===== src/rtl/scalar_result_sequencer_pkg.sv =====
// Shared types and constants for the scalar result sequencer: unit class
// encodings, write-slot entry layout and opcode (octal gh) range bounds.
package scalar_result_sequencer_pkg;

  typedef enum logic [1:0] {
    UNIT_LOGICAL = 2'd0,
    UNIT_SHIFT   = 2'd1,
    UNIT_ADD     = 2'd2,
    UNIT_POP     = 2'd3
  } unit_e;

  // NONE lives outside the 2-bit slot encoding; slots carry only real units.
  typedef enum logic [2:0] {
    CLS_LOGICAL = 3'd0,
    CLS_SHIFT   = 3'd1,
    CLS_ADD     = 3'd2,
    CLS_POP     = 3'd3,
    CLS_NONE    = 3'd4
  } cls_e;

  localparam int unsigned REG_W  = 3;
  localparam int unsigned UNIT_W = 2;
  localparam int unsigned DATA_W = 64;

  typedef struct packed {
    logic              valid;
    logic [REG_W-1:0]  dest;
    unit_e             unit;
  } slot_t;

  localparam logic [6:0] OP_LOGICAL_LO = 7'o042;
  localparam logic [6:0] OP_LOGICAL_HI = 7'o051;
  localparam logic [6:0] OP_LOG_CHK_LO = 7'o044;
  localparam logic [6:0] OP_SHIFT_LO   = 7'o052;
  localparam logic [6:0] OP_SHIFT_HI   = 7'o057;
  localparam logic [6:0] OP_SHF_CHK_LO = 7'o056;
  localparam logic [6:0] OP_ADD_LO     = 7'o060;
  localparam logic [6:0] OP_ADD_HI     = 7'o061;
  localparam logic [6:0] OP_POP_LO     = 7'o026;
  localparam logic [6:0] OP_POP_HI     = 7'o027;

  function automatic logic in_range(input logic [6:0] op, input logic [6:0] lo,
                                    input logic [6:0] hi);
    return (op >= lo) && (op <= hi);
  endfunction

endpackage


===== src/rtl/scalar_result_sequencer_decode.sv =====
// Combinational opcode decode: unit class, issue-to-result latency and
// which of the j/k fields name source registers.
module scalar_class_decode
  import scalar_result_sequencer_pkg::*;
#(
  parameter int unsigned LAT_W       = 3,
  parameter int unsigned LAT_LOGICAL = 1,
  parameter int unsigned LAT_SHIFT   = 2,
  parameter int unsigned LAT_ADD     = 3,
  parameter int unsigned LAT_POP     = 4
) (
  input  logic [6:0]       instr,
  output cls_e             cls,
  output logic [LAT_W-1:0] lat,
  output logic             j_chk,
  output logic             k_chk
);

  always_comb begin
    cls   = CLS_NONE;
    lat   = '0;
    j_chk = 1'b0;
    k_chk = 1'b0;
    if (in_range(instr, OP_LOGICAL_LO, OP_LOGICAL_HI)) begin
      cls   = CLS_LOGICAL;
      lat   = LAT_W'(LAT_LOGICAL);
      j_chk = in_range(instr, OP_LOG_CHK_LO, OP_LOGICAL_HI);
      k_chk = j_chk;
    end else if (in_range(instr, OP_SHIFT_LO, OP_SHIFT_HI)) begin
      cls   = CLS_SHIFT;
      lat   = LAT_W'(LAT_SHIFT);
      j_chk = in_range(instr, OP_SHF_CHK_LO, OP_SHIFT_HI);
      k_chk = j_chk;
    end else if (in_range(instr, OP_ADD_LO, OP_ADD_HI)) begin
      cls   = CLS_ADD;
      lat   = LAT_W'(LAT_ADD);
      j_chk = 1'b1;
      k_chk = 1'b1;
    end else if (in_range(instr, OP_POP_LO, OP_POP_HI)) begin
      cls   = CLS_POP;
      lat   = LAT_W'(LAT_POP);
      j_chk = 1'b1;
    end
  end

endmodule


===== src/rtl/scalar_result_sequencer.sv =====
// Scalar issue interlock, S write-port slot booking and result steering.
// Optional hold-cycle counter enabled by SCALAR_HOLD_COUNT_EN.
module scalar_result_sequencer
  import scalar_result_sequencer_pkg::*;
#(
  parameter int unsigned MAX_LAT     = 8,
  parameter int unsigned LAT_LOGICAL = 1,
  parameter int unsigned LAT_SHIFT   = 2,
  parameter int unsigned LAT_ADD     = 3,
  parameter int unsigned LAT_POP     = 4
) (
  input  logic        clk,
  input  logic        rst_n,
  input  logic        i_issue,
  input  logic [6:0]  i_instr,
  input  logic [2:0]  i_i,
  input  logic [2:0]  i_j,
  input  logic [2:0]  i_k,
  input  logic [63:0] i_logical_result,
  input  logic [63:0] i_shift_result,
  input  logic [63:0] i_add_result,
  input  logic [63:0] i_pop_result,
  output logic        o_hold,
  output logic        o_s_we,
  output logic [2:0]  o_s_addr,
  output logic [63:0] o_s_data,
  output logic [7:0]  o_s_res,
  output logic [31:0] o_hold_cycles
);

  localparam int unsigned LAT_W = (MAX_LAT > 1) ? $clog2(MAX_LAT) : 1;

  cls_e             cls;
  logic [LAT_W-1:0] lat;
  logic             j_chk;
  logic             k_chk;
  logic             accept;
  logic [7:0]       res_next;
  slot_t            slot [MAX_LAT];

  scalar_class_decode #(
    .LAT_W       (LAT_W),
    .LAT_LOGICAL (LAT_LOGICAL),
    .LAT_SHIFT   (LAT_SHIFT),
    .LAT_ADD     (LAT_ADD),
    .LAT_POP     (LAT_POP)
  ) u_decode (
    .instr (i_instr),
    .cls   (cls),
    .lat   (lat),
    .j_chk (j_chk),
    .k_chk (k_chk)
  );

  always_comb begin
    o_hold = 1'b0;
    if (i_issue && (cls != CLS_NONE)) begin
      o_hold = o_s_res[i_i]
             | (j_chk && (i_j != '0) && o_s_res[i_j])
             | (k_chk && (i_k != '0) && o_s_res[i_k])
             | slot[lat].valid;
    end
    accept = i_issue && (cls != CLS_NONE) && !o_hold;
  end

  // Clear of the retiring dest and set of a new dest may hit different bits in one edge.
  always_comb begin
    res_next = o_s_res;
    if (slot[0].valid) res_next[slot[0].dest] = 1'b0;
    if (accept)        res_next[i_i]          = 1'b1;
  end

  always_ff @(posedge clk) begin
    if (!rst_n) begin
      for (int unsigned d = 0; d < MAX_LAT; d++) slot[d] <= '0;
      o_s_res <= '0;
    end else begin
      for (int unsigned d = 0; d + 1 < MAX_LAT; d++) slot[d] <= slot[d+1];
      slot[MAX_LAT-1] <= '0;
      if (accept) slot[lat - 1'b1] <= '{valid: 1'b1, dest: i_i, unit: unit_e'(cls[1:0])};
      o_s_res <= res_next;
    end
  end

  always_comb begin
    o_s_we   = slot[0].valid;
    o_s_addr = '0;
    o_s_data = '0;
    if (slot[0].valid) begin
      o_s_addr = slot[0].dest;
      unique case (slot[0].unit)
        UNIT_LOGICAL: o_s_data = i_logical_result;
        UNIT_SHIFT:   o_s_data = i_shift_result;
        UNIT_ADD:     o_s_data = i_add_result;
        UNIT_POP:     o_s_data = i_pop_result;
      endcase
    end
  end

`ifdef SCALAR_HOLD_COUNT_EN
  always_ff @(posedge clk) begin
    if (!rst_n) begin
      o_hold_cycles <= '0;
    end else if (i_issue && o_hold && (o_hold_cycles != '1)) begin
      o_hold_cycles <= o_hold_cycles + 32'd1;
    end
  end
`else
  assign o_hold_cycles = '0;
`endif

endmodule


===== config.mk =====
export PLATFORM = sky130hd
export DESIGN_NAME = scalar_result_sequencer
export DESIGN_NICKNAME = d
export VERILOG_FILES = /design/src/rtl/scalar_result_sequencer_pkg.sv /design/src/rtl/scalar_result_sequencer_decode.sv /design/src/rtl/scalar_result_sequencer.sv
export SDC_FILE = /design/constraint.sdc
export NUM_CORES = 1
export LEC_CHECK = 0
export BUFFER_PORTS_ARGS = -buffer_cell sky130_fd_sc_hd__buf_2
export CORE_AREA = 2 2 150 152
export DETAILED_ROUTE_END_ITERATION = 7
export DIE_AREA = 0 0 152 154
export GPL_TIMING_DRIVEN = 1
export HOLD_SLACK_MARGIN = 0.05
export PLACE_DENSITY = 0.53
export SYNTH_ARGS = -nofsm -noshare
export SYNTH_HDL_FRONTEND = slang
export SYNTH_SLANG_ARGS = --single-unit

===== constraint.sdc =====
create_clock -name clk -period 8.6 [get_ports clk]
set_clock_uncertainty 0.05 [all_clocks]
set_input_delay 0.86 -clock clk [delete_from_list [all_inputs] [get_ports clk]]
set_output_delay 0.86 -clock clk [all_outputs]
set_load 0.03 [all_outputs]

==> impl_metrics.toml, run 1 <==
[setup_path]
cp_max_fo = 47
crit_chain = "buf_4 -> mux4_2 -> and2_1 -> buf_2"
cp_slowest_cell = "buf_4"
cpPeakStageDelay_ns = 0.74
cp_data_arrival_time_ns = 2.79
critical_path.endpoint_type = "primary output"
startpoint_type = "flip-flop"
critPathKind = "flip-flop to primary output"
cp_data_required_time_ns = 7.69

[global_route]
grt_pass1_vias = 5048
gr-max-usage-layer = "met2"
grtUsageMet1 = 0.270
grt_pass1_wl_um = 33600
grt_max_degree = 56
grtUsageMet2 = 0.282
track_usage = 0.194
grt_overflow = 0
grt_use_met3 = 0.0829
antenna_found_initial = 7

[yosys]
synth_compound_area_frac = 0.0739
synth_adder_area_share = 0.00261
synthSimpleGateAreaFrac = 0.207
synthDistinctLibCells = 53
synth_top_family_by_area = "multiplexers"
synth-edff-count = 0
synth_xor_xnor_area_share = 0.00366
synth_warnings = 0
synth_cells = 461
yosysSeqAreaShare = 0.234
syn_avg_cell_area_um2 = 10.4
synth_area_um2 = 4790
synthArstFlopShare = 0
ys_ff_latch = 56
synth_mux_area_frac = 0.380
synth_ff_type = "dfxtp_1"
synth_top_area_share = 0.310
synth_area_leaders = "mux4_2, dfxtp_1, and2_1"
synth_top_cell_by_area = "mux4_2"

[placement]
placedInstanceArea_um2 = 6620
gp_congestion = 0.841
dp_hpwl_um = 20300
io_buffer_count = 350
place_inst = 1053

[clock_tree]
cts_buffers = 5
worstSkewPairLatency_ns = 0.29
ctsHoldBuffers = 0
htreeDepth = 2
post_cts_buffers = 0
root_buffer = "clkbuf_16"
post_cts_resize_count = 0
max-clock-path-buffers = 2
clk_pin_slew_worst_paths_ns = 0.07
cts_num_sinks = 56
cts_tree = "done"

[run_status]
status = "complete, no violations"

[layout]
fin_cells = 1069
drive_above_1_share = 0.577
final_cell_area_um2 = 6790
nets = 1056
area_growth_pct = 41.8

[routing]
vias = 4996
drtIter0Drc = 338
wl_um = 23900
dr.pass1.iters = 4
drc_errors = 0
wire_per_inst_um = 22.4
routed_via_density = 4.67
postRouteAntennaNets = 0

[floorplanning]
die_y_um = 154
core_um2 = 21700
die_width_um = 152
dieArea_um2 = 23400
std_cell_rows = 54
io_pins = 384
start_util = 0.221

[sta]
hold_slack_ns = 0.374
slew_headroom = 0.392
rsz0062_at_grt = "no"
setup_viol = 0
tightestPinTransition_ns = 0.912
min_period_ns = 3.70
finalHoldViolCount = 0
max_freq_mhz = 270
fin_tns_setup_ns = 0
final-max-slew-violation-count = 0
post-route-period-util = 0.430

[pwr]
p_per_area_nw_per_um2 = 91.3
ir_worst_vdd_mv = 0.0852
p_leak_uw = 0.00334

[hold_path]
hold_path.class = "flip-flop to flip-flop"

[flow_run]
drv_cap = 0
==> layout by cell type (no fill, tap or decap), drive strengths merged, types with 7 or more instances in the layout <==
cell type  count
a21oi          7
and2          65
and3           7
buf          355
clkbuf         7
conb          32
dfxtp         56
diode          8
inv           11
mux2i         30
mux4          66
nand2         57
nor2          10
o41ai          8
==> layer usage <==
layer | vias to the layer above | wire length (um)
li1 | 2292 | -
met1 | 2434 | 10600
met2 | 251 | 10200
met3 | 19 | 2760
met4 | 0 | 358
met5 | - | 0
==> worst paths after layout <==
kind | startpoint | end | slack [ns] | depth (start not counted)
worst max-delay path | slot[0][0]$_DFF_P_ | o_s_data[27] | 4.90 | 4
worst min-delay path | slot[7][5]$_DFF_P_ | slot[6][5]$_SDFF_PP1_ | 0.37 | 2
worst max register to register | o_s_res[1]$_SDFF_PN0_ | slot[4][0]$_DFF_P_ | 5.97 | 7
worst min register to register | slot[7][5]$_DFF_P_ | slot[6][5]$_SDFF_PP1_ | 0.37 | 2
==> power breakdown <==
group          switching [uW]  internal (uW)  total, uW  leakage (uW)
clock                    90.2            116        207     0.0000745
sequential              0.972            260        261      0.000453
combinational            77.0           75.2        152       0.00281
==> logic make-up (layout without fill, tap and decap cells) <==
logic type,count (synthesis),count (layout)
other,1,40
DFF,56,56
adders and majority gates,1,1
xor gates and xnor gates,2,2
muxes,99,99
buffers and inverters,84,373
AOI/OAI and AO/OA,46,46
and+or+nand+nor,172,172
==> cells in the mapped netlist (2+ instances only) <==
master,number
nor2_1,9
mux2_2,3
nor2b_1,3
or3b_2,2
a21o_1,4
clkbuf_1,25
xnor2_1,2
buf_4,32
or4_1,6
o31ai_1,2
a31oi_1,2
mux2i_1,30
o21a_1,2
a21oi_1,6
or3_1,2
nand3_1,2
and2_1,65
o21ai_2,2
buf_1,6
o211ai_1,5
o21ai_0,2
buf_6,3
nand2_1,57
o311ai_0,3
o32ai_1,2
or2_2,2
or4b_4,2
o41ai_1,8
nand2b_1,5
inv_1,9
a211o_1,2
mux4_2,66
dfxtp_1,56
and3_1,7
nor4b_4,2
buf_2,8
==> worst max-delay path, delay by kind of cell, from the launching register on <==
| family | cells | cell delay, ns |
|---|---|---|
| buf+inv | 2 | 0.95 |
| flops | 1 | 0.56 |
| mux | 1 | 0.65 |
| simple gates | 1 | 0.26 |
==> layout make-up <==
class                      instances  area [um^2]
antenna                            8         20.0
clock buffer                       7          143
clock inverter                     1         6.26
fill                            2371        14900
inverter                          10         37.5
multi-input combinational        352         3320
sequential                        56         1130
tap                              280          350
timing repair buffer             355         1790
==> flip-flops by register name (all words and copies together) (netlist names) <==
signal and flops:
slot 48, o_s_res 8
==> through the flow <==
| stage | setup slack (ns) | total power [uW] | utilization |
|---|---|---|---|
| after floorplan | 5.00 | 351 | - |
| after global placement | 5.00 | 416 | 0.305 |
| after detailed placement | 5.00 | 418 | 0.305 |
| after CTS | 4.81 | 625 | 0.312 |
| after global routing | 4.69 | 647 | 0.312 |
| final | 4.90 | 620 | 0.313 |
Note: power is estimated with default switching activity, not from simulation.
==> run 2, diff against run 1 <==
Settings changed: ABC_AREA from default to 1, CORE_AREA 2 2 150 152 to 2 2 148 150, DIE_AREA 0 0 152 154 to 0 0 150 152, PLACE_DENSITY 0.53 to 0.56.
Clock period 8.6 ns to 3.1 ns, I/O delays scaled along.
==> impl_metrics.toml, run 2 <==
[sta]
min_period_ns = 2.56
rsz0062_at_grt = "no"
timing.final.ws_setup_ns = 0.539
finalHoldViolCount = 0
post-route-period-util = 0.826
fin_tns_setup_ns = 0
setup_viol = 0
final-max-slew-violation-count = 0
max_freq_mhz = 391

[routing]
drc_errors = 0
routed_via_density = 4.60
vias = 6558
postRouteAntennaNets = 0
drtIter0Drc = 397
wire_per_inst_um = 16.6
wl_um = 23600
dr.pass1.iters = 5

[pwr]
p_total_uw = 1840
p_int_uw = 1300
clkPwrFrac = 0.347
pwr-share-comb = 0.258
p_per_area_nw_per_um2 = 268
ir_worst_vdd_mv = 0.217
sw_frac_of_total = 0.298
p_leak_uw = 0.00368
switchingPower_uw = 549
power_frac_seq = 0.395

[clock_tree]
cts_num_sinks = 56
post_cts_buffers = 0
cts_buffers = 5
root_buffer = "clkbuf_16"
ctsHoldBuffers = 0
max-clock-path-buffers = 2
htreeDepth = 2
worstSkewPairLatency_ns = 0.29
post_cts_resize_count = 0
clk_pin_slew_worst_paths_ns = 0.07
cts_tree = "done"

[placement]
dp_hpwl_um = 19100
pre_cts_ws_ns = 0.404
placedInstanceArea_um2 = 6690
gp_congestion = 0.870
io_buffer_count = 350

[layout]
multi_input_area_um2 = 2990
nets = 1415
nFillCells = 2452
layout_commonest_cell = "nand2_1"
final_cell_mix = "nand2_1, buf_2, inv_1, a41oi_1, dfxtp_1"
drive_above_1_share = 0.353
reg_top3 = "slot: 48 flops, o_s_res: 8 flops"
largest_reg_flops = 48
ff_latch_area_um2 = 1120
regMostFlops = "slot"
post-route-util = 0.322
final_cell_area_um2 = 6870
area_growth_pct = 45.8

[global_route]
grtUsageMet2 = 0.320
antenna_found_initial = 7
track_usage = 0.191
grt_pass1_wl_um = 34100
grt_use_met3 = 0.0492
grt_overflow = 0
grt_pass1_vias = 6036
gr-max-usage-layer = "met2"
grtUsageMet1 = 0.252
grt_max_degree = 63

[floorplanning]
std_cell_rows = 54
die_width_um = 150
core_um2 = 21400
dieArea_um2 = 22800
io_pins = 384
die_y_um = 152
start_util = 0.221

[yosys]
synth_warnings = 0
synthDistinctLibCells = 32
synth_ff_type = "dfxtp_1"
synth_top_area_share = 0.311
synthMostInstantiatedCell = "nand2_1"
synth_area_leaders = "nand2_1, dfxtp_1, a41oi_1"
yosysSeqAreaShare = 0.238
synth_area_um2 = 4710
netlist_top_cells_count = "nand2_1, inv_1, a41oi_1"
synthArstFlopShare = 0
synth_top_cell_by_area = "nand2_1"
ys_ff_latch = 56
synth-edff-count = 0
synth_cells = 811
syn_avg_cell_area_um2 = 5.81

[hold_path]
holdPathStages = 3
hold_path.class = "primary input to flip-flop"

[setup_path]
cp_data_arrival_time_ns = 2.20
rrSetupSlack_ns = 1.00
critPathKind = "flip-flop to primary output"
startpoint_type = "flip-flop"
ff2ff_path_depth = 13
cp_max_fo = 17
cp_data_required_time_ns = 2.74
critical_path.endpoint_type = "primary output"

[flow_run]
drv_cap = 0

[run_status]
status = "complete, no violations"
## run 2: metal layers
layer	vias to the layer above	share of wire
met5	-	0.0019
met4	8	0.0090
met3	22	0.092
met2	250	0.46
met1	3018	0.43
li1	3260	-
## run 2: cell type report
class	instances	share of cell area
multi-input combinational	629	0.436
timing repair buffer	370	0.282
sequential	56	0.163
tap	280	0.0510
inverter	77	0.0420
clock buffer	6	0.0187
clock inverter	2	0.00564
antenna	5	0.00182
## run 2: through the flow
step / std cells / hold WS [ns]
6_report: 1425 / 0.366
5_1_grt: 1420 / 0.377
4_1_cts: 1420 / 0.364
3_5_place_dp: 1412 / 0.362
3_3_place_gp: 1412 / 0.363
2_1_floorplan: 842 / 0.354
## run 2: kinds of logic after synthesis
group / after synthesis / synth area share
adder cells (fa/ha/maj): 1 / 0.00265
AO/OA/AOI/OAI: 111 / 0.176
buffers and inverters: 157 / 0.155
XOR/XNOR: 1 / 0.00186
flip-flops: 56 / 0.238
other: 1 / 0.000796
AND/OR/NAND/NOR: 484 / 0.426
## run 2: worst paths after layout
| path | startpoint | endpoint |
|---|---|---|
| worst min register to register | slot[1][0]$_DFF_P_ | slot[0][0]$_DFF_P_ |
| worst max-delay path | slot[0][1]$_DFF_P_ | o_s_data[32] |
| worst max register to register | o_s_res[5]$_SDFF_PN0_ | slot[1][2]$_DFF_P_ |
| worst min-delay path | i_i[0] | slot[5][2]$_DFF_P_ |
## run 2: critical path, stage by stage, from the launching register on
cell and delay, ns:
dfxtp_1 0.45, nand2_1 0.10, inv_2 0.30, buf_4 0.30, nand2_1 0.07, a41oi_1 0.40
buf_2 0.28
## run 2: power by group through the flow
stage / clock network [uW] / logic (uW) / registers, uW
floorplan: 0 / 266 / 748
global placement: 0 / 469 / 746
detailed placement: 0 / 471 / 746
CTS: 649 / 475 / 729
global route: 686 / 519 / 730
finish: 640 / 476 / 729
